**src/rtl/mux_rr_arb.sv**
```systemverilog
// rtl/mux_rr_arb.sv - N-channel packet mux with round-robin / fixed-priority arbitration
// Single registered output stage; a multi-beat packet holds the grant until its last beat.
module mux_rr_arb #(
  parameter int WIDTH = 8,
  parameter int N     = 4,
  parameter int SEL_W = 2
) (
  input  logic                 clk,
  input  logic                 rst_n,
  input  logic [N*WIDTH-1:0]   in_data,
  input  logic [N-1:0]         in_valid,
  input  logic [N-1:0]         in_last,
  output logic [N-1:0]         in_ready,
  input  logic                 mode,
  output logic [WIDTH-1:0]     out_data,
  output logic                 out_valid,
  input  logic                 out_ready,
  output logic [SEL_W-1:0]     out_sel,
  output logic                 out_last
);

  logic [SEL_W-1:0] ptr;
  logic             locked;
  logic [SEL_W-1:0] g;
  logic             g_valid;
  logic             load_en;
  logic             xfer;
  logic             found;
  int               idx;

  assign load_en = !out_valid || out_ready;

  // While locked, out_sel still names the channel whose packet is in flight.
  always_comb begin
    g       = '0;
    g_valid = 1'b0;
    found   = 1'b0;
    idx     = 0;
    if (locked) begin
      g       = out_sel;
      g_valid = in_valid[out_sel];
    end else if (mode) begin
      for (int i = 0; i < N; i++) begin
        if (!found && in_valid[i]) begin
          found = 1'b1;
          g     = SEL_W'(i);
        end
      end
      g_valid = found;
    end else begin
      for (int k = 0; k < N; k++) begin
        idx = int'(ptr) + k;
        if (idx >= N) idx = idx - N;
        if (!found && in_valid[idx]) begin
          found = 1'b1;
          g     = SEL_W'(idx);
        end
      end
      g_valid = found;
    end
  end

  always_comb begin
    in_ready = '0;
    if (rst_n && load_en && g_valid) in_ready[g] = 1'b1;
  end

  assign xfer = |in_ready;

  always_ff @(posedge clk or negedge rst_n) begin
    if (!rst_n) begin
      out_valid <= 1'b0;
      out_data  <= '0;
      out_sel   <= '0;
      out_last  <= 1'b0;
      ptr       <= '0;
      locked    <= 1'b0;
    end else if (xfer) begin
      out_valid <= 1'b1;
      out_data  <= in_data[int'(g)*WIDTH +: WIDTH];
      out_sel   <= g;
      out_last  <= in_last[g];
      if (in_last[g]) begin
        locked <= 1'b0;
        ptr    <= (g == SEL_W'(N-1)) ? '0 : g + 1'b1;
      end else begin
        locked <= 1'b1;
      end
    end else if (out_ready) begin
      out_valid <= 1'b0;
    end
  end

endmodule

```
**config.mk**
```make
export PLATFORM = sky130hd
export DESIGN_NAME = mux_rr_arb
export DESIGN_NICKNAME = d
export VERILOG_FILES = /design/src/rtl/mux_rr_arb.sv
export SDC_FILE = /design/constraint.sdc
export NUM_CORES = 1
export LEC_CHECK = 0
export BUFFER_PORTS_ARGS = -buffer_cell sky130_fd_sc_hd__buf_2
export CAP_MARGIN = 10
export CORE_UTILIZATION = 45
export DETAILED_ROUTE_END_ITERATION = 6
export HOLD_SLACK_MARGIN = 0.03
export PLACE_DENSITY_LB_ADDON = 0.08
export SLEW_MARGIN = 20
export SYNTH_ARGS = -nofsm -noshare
export SYNTH_HDL_FRONTEND = slang
export SYNTH_SLANG_ARGS = --single-unit
```
**constraint.sdc**
```tcl
create_clock -name clk -period 3 [get_ports clk]
set_clock_uncertainty 0.1 [all_clocks]
set_input_delay 0 -clock clk [delete_from_list [all_inputs] [get_ports clk]]
set_output_delay 0 -clock clk [all_outputs]
set_load 0.02 [all_outputs]
```
* Yosys cells after proc, flatten, opt, wreduce, memory -nomap -nowiden *
Cells that the tools add are included.

operators by class
  reductions and logical operators = 20
  mux-type cells = 66
  add/sub/neg operators = 8
  shifts and indexed selects = 1
  $lt $le $gt $ge = 11
  equality and inequality tests = 1

operator list
  kind                   count
  $mux W32               12
  $lt A32 B4 Y1 const B  4
  $mux W1                37
  $shiftx A32 B6 Y8      1
  $mux W2                9
  $bmux W1 S2            6
  $sub A3 B3 Y4 const B  3
  $ge A3 B3 Y1 const B   3
  $logic_and A1 B1 Y1    9
  $logic_not A1 Y1       7
  $add A2 B2 Y3 const B  2
  $lt A2 B3 Y1 const B   2
  $mux W4                1
  $reduce_or A4 Y1       1
  $sub A2 B3 Y4 const B  1
  $add A2 B1 Y3 const B  1
  $ge A2 B3 Y1 const B   1
  $add A2 B1 Y2 const B  1
  $demux W1 S2           1
  $eq A2 B2 Y1 const B   1
  $ge A2 B1 Y1 const B   1
  $reduce_and A2 Y1      1
  $reduce_bool A2 Y1     1
  $logic_or A1 B1 Y1     1

word-level totals
  output and inout bits = 16
  bits of input ports = 44
  flip-flop bits (word level) = 15
  word-level logic and storage cells = 113

* Logic depth before layout (Yosys ltp) *
  depth in word-level cells = 32
  gate-level depth with buffers = 12
  mapped depth without buffers = 10

* Least setup slack after synthesis *
OpenSTA, ideal clock, no wires.

  kind = flip-flop to flip-flop
  start = register ptr[0]
  end = register out_data[0]
  library setup time = 0.123 ns
  setup slack = 0.360 ns
  path buffers = 1
  period minus slack after synthesis = 2.640 ns
  arrival time = 2.417 ns
  cell stages (with the launch flop) = 12
  required time = 2.777 ns
  cell sequence = dfrtp_1 > inv_1 > a21o_2 > a221oi_2 > o31ai_4 > inv_2 > buf_2 > ha_1 > inv_1 > mux4_1 > a211oi_1 > nor2_1

on the way
  word-level cells in the longest chain between the ends = 31
  elaborated cells between the ends (all ways) = 68
  those cells by class = add/sub: 7; order compare: 6; shift: 1; mux: 45; reduce/logical: 9

ends and longest elaborated chain
  element                                                                    line  RTL
  from (decl)                                                                22    logic [SEL_W-1:0] ptr;
  from (signal assigned)                                                     85    ptr <= (g == SEL_W'(N-1)) ? '0 : g + 1'b1;
  $sub A2 B3 Y4 / $ge A2 B3 Y1 (equally long branches)                       53    if (idx >= N) idx = idx - N;
  $mux W32                                                                   53
  $mux W32                                                                   42    end else if (mode) begin
  $mux W32                                                                   39    if (locked) begin
  $bmux W1 S2                                                                54    if (!found && in_valid[idx]) begin
  $mux W1 (implied by the code) (2 in a row)                                 54
  $mux W1                                                                    54
  $mux W1                                                                    42
  [14 not listed]                                                            -
  $mux W2                                                                    42
  $mux W2                                                                    39
  $lt A2 B3 Y1 (implied by the code) / $ge A2 B1 Y1 (equally long branches)  65    if (rst_n && load_en && g_valid) in_ready[g] = 1'b1;
  $logic_and A1 B1 Y1 (implied by the code)                                  65
  $mux W1 (implied by the code)                                              65
  $demux W1 S2                                                               65
  $mux W4                                                                    65
  $reduce_or A4 Y1                                                           68    assign xfer = |in_ready;
  to (signal assigned)                                                       80    out_data <= in_data[int'(g)*WIDTH +: WIDTH];
  to (decl)                                                                  15    output logic [WIDTH-1:0] out_data,

Several ways; a longest one is shown, not always the timed one. The select of a mux whose other input is x is not followed.
A chain may end at the register's enable or synchronous reset.

* Worst setup path after layout *
  start = register ptr[0]
  end = register out_data[5]

Same word-level chain as after synthesis.

==> out/qor.yml <==
status: "completed"
yosys_warnings: 0
grt_overflow: 0
numCtsBuffers: 3
cts_buffer_depth: 2
worstPathArrival_ns: 2.76
die_x_um: 53.34
synth_top_family_by_area: "multiplexers"
netlist_area_um2: 1186
final_common_cell: "buf_2"
cp_slowest_cell: "mux4_1"
grt_max_degree: 17
layout-drive-gt1-share_pct: 43.62
n_antenna_cell: 0
yosys-top-cells-area: "dfrtp_1 32%, mux4_1 18%, nor2_1 7.9%"
cp_max_fo: 10
synth_compound_area_share_pct: 22.15
yosysSeqAreaShare_pct: 31.65
drcViolationCount: 0
antenna_found_initial: 0
initial_utilization_pct: 47.88
grt.busiest_layer: "met2"
seq_area_um2: 375.4
finalSetupViolCount: 0
muxShareOfSynthArea_pct: 23.63
powerDensity_nw_per_um2: 951.0
hold_slack_ns: 0.03293
core_um2: 2477
crit_type: "register to register"
wire_per_inst_um: 13.84
grt_pass1_vias: 1064
num_io_pins: 60
relSlewSlack_pct: 75.11
critPathLaunchType: "register"
drv_slew: 0
maxCapViolations: 0
clk_pin_slew_worst_paths_ns: 0.10
reg2reg_slack_ns: 0.32
syn_inst: 116
die_h_um: 53.34
yosysTopAreaCell: "dfrtp_1"
grt_util_all_layers_pct: 23.04
fillCellCount: 222
synth.top_cell.area_share_pct: 31.65
ys_types: 40
ff2ff_path_depth: 10
area_delta_synth_final_pct: 38.82
fin_setup_tns_ns: 0
final_cell_mix: "59 x buf_2, 25 x nor2_1, 15 x dfrtp_1"
hpwl_um: 2325
ys_seq_elements: 15
clockRootBuffer: "clkbuf_4"
hold_class: "input pin to register"
cts.sinks: 15
hold_depth: 4
syn_area_per_cell_um2: 10.23
tightest_slew_ns: 0.3700
insertion_delay_ns: 0.29
grt_use_met2_pct: 40.83
gp_congestion: 0.8047
crit_required_ns: 3.07
vias: 1177
rsz0062_at_grt: "false"
min_period_over_period_pct: 89.45
ir_drop_uv: 764.0
rows: 18
drt_iter0_drc: 15
synth-simple-area-share_pct: 16.46
hold_viol: 0
post-route-util_pct: 66.46
grt_pass1_wl_um: 4671
synth_fp_nets: 161
fmax_mhz: 372.7
synth_adder_area_share_pct: 1.055
synth_xor_area_share_pct: 0
crit_chain: "inv_1 > a21o_2 > a221oi_2 > o31ai_4 > inv_2 > ha_1 > inv_1 > mux4_1 > a211oi_1 > nor2_1"
viasPerCell: 5.399
crit_top_cell: "inv_1"
multi_input_area_um2: 750.7
period_needed_ns: 2.683
dpl-instance-area_um2: 1519
dr.pass1.iters: 5
critPathCaptureType: "register"
cts_tree: "yes"
die_area_um2: 2845
finalWirelength_um: 3017
fin_nets: 234
io_buffer_count: 59
cts.htree.levels: 1
leakage_uw: 0.0007852
final_area_um2: 1647
use_met1_pct: 29.29
max_stage_delay_ns: 0.54
use_met3_pct: 4.310
ant_nets: 0
[logic make-up after synthesis]
| family | Yosys count |
|---|---|
| and+or+nand+nor | 43 |
| DFF | 15 |
| buffers and inverters | 13 |
| muxes | 13 |
| AOI/OAI and AO/OA | 31 |
| adders and majority gates | 1 |
[path summary, 6_finish.rpt]
path	endpoint	startpoint
worst max-delay path	out_data[5]	ptr[0]
worst min-delay path	out_data[6]	in_data[14]
worst max register to register	out_data[5]	ptr[0]
worst min register to register	out_valid	out_valid
max in group asynchronous	out_data[2]	rst_n
min in group asynchronous	out_data[3]	rst_n
[worst max-delay path, delay by kind of cell (launching register included)]
kind,cells,cell delay (ns)
flip-flops,1,0.42
AO/OA/AOI/OAI,4,0.91
AND/OR/NAND/NOR,1,0.06
adder cells (fa/ha/maj),1,0.20
multiplexers,1,0.54
buffers and inverters,3,0.34
[layer usage]
metal	vias up	share of wire [%]
met5	-	0
met4	0	0
met3	0	3.9
met2	40	51
met1	559	45
li1	578	-
[report_power, final]
| group | total, uW | leakage (uW) | switching, uW | internal (uW) |
|---|---|---|---|---|
| logic | 1070 | 0.000598 | 584 | 482 |
| registers | 380 | 0.000170 | 78.8 | 301 |
| clock network | 119 | 0.0000177 | 69.4 | 49.6 |
[layout make-up]
| type | count | share of cell area [%] |
|---|---|---|
| sequential | 15 | 22.80 |
| multi-input combinational | 88 | 45.59 |
| tap | 30 | 2.280 |
| clock buffer | 3 | 1.368 |
| inverter | 8 | 1.824 |
| timing repair buffer | 73 | 25.84 |
| clock inverter | 1 | 0.3040 |
[state kept, by name, indices dropped and copies added, names as in the netlist]
name       cells
locked         1
out_data       8
out_last       1
out_sel        2
out_valid      1
ptr            2
[metrics by stage]
step                      total power [uW]  worst slack, ns  std cells
final                                 1566           0.3165        218
after detailed placement              1443           0.3568        204
after global placement                1421           0.4145        204
after floorplan                       1173           0.3597        116
after CTS                             1573           0.3209        218
after global routing                  1690           0.1370        218
[Yosys cell counts]
| master | instances |
|---|---|
| buf_6 | 1 |
| buf_2 | 3 |
| o21ai_1 | 2 |
| a21o_2 | 1 |
| and2_2 | 1 |
| mux4_1 | 8 |
| o31ai_2 | 1 |
| and3_2 | 1 |
| ha_1 | 1 |
| mux4_2 | 1 |
| a31oi_1 | 1 |
| a41oi_1 | 1 |
| mux2_4 | 1 |
| a41oi_4 | 1 |
| o22a_2 | 1 |
| o31ai_4 | 1 |
| nand2_1 | 5 |
| mux2i_1 | 1 |
| a21oi_1 | 5 |
| nand3_1 | 1 |
| dfrtp_1 | 15 |
| a211oi_1 | 7 |
| o21a_1 | 2 |
| inv_2 | 1 |
| nor3_1 | 1 |
| nand3b_1 | 1 |
| nor2_1 | 25 |
| a221oi_2 | 1 |
| mux2_2 | 2 |
| o221ai_1 | 1 |
| o22a_1 | 1 |
| nand2b_1 | 4 |
| o21ai_0 | 4 |
| and2_1 | 1 |
| nor4_1 | 1 |
| clkbuf_1 | 1 |
| inv_1 | 7 |
| or2_2 | 1 |
| a211oi_2 | 1 |
| nor2b_1 | 1 |
[timing repair]
item	CTS	global route
gates resized for setup	0	0
endpoints found under the hold margin	24	0
hold buffers	10	0
setup buffers	0	0
Power figures use the tool's default switching activity.
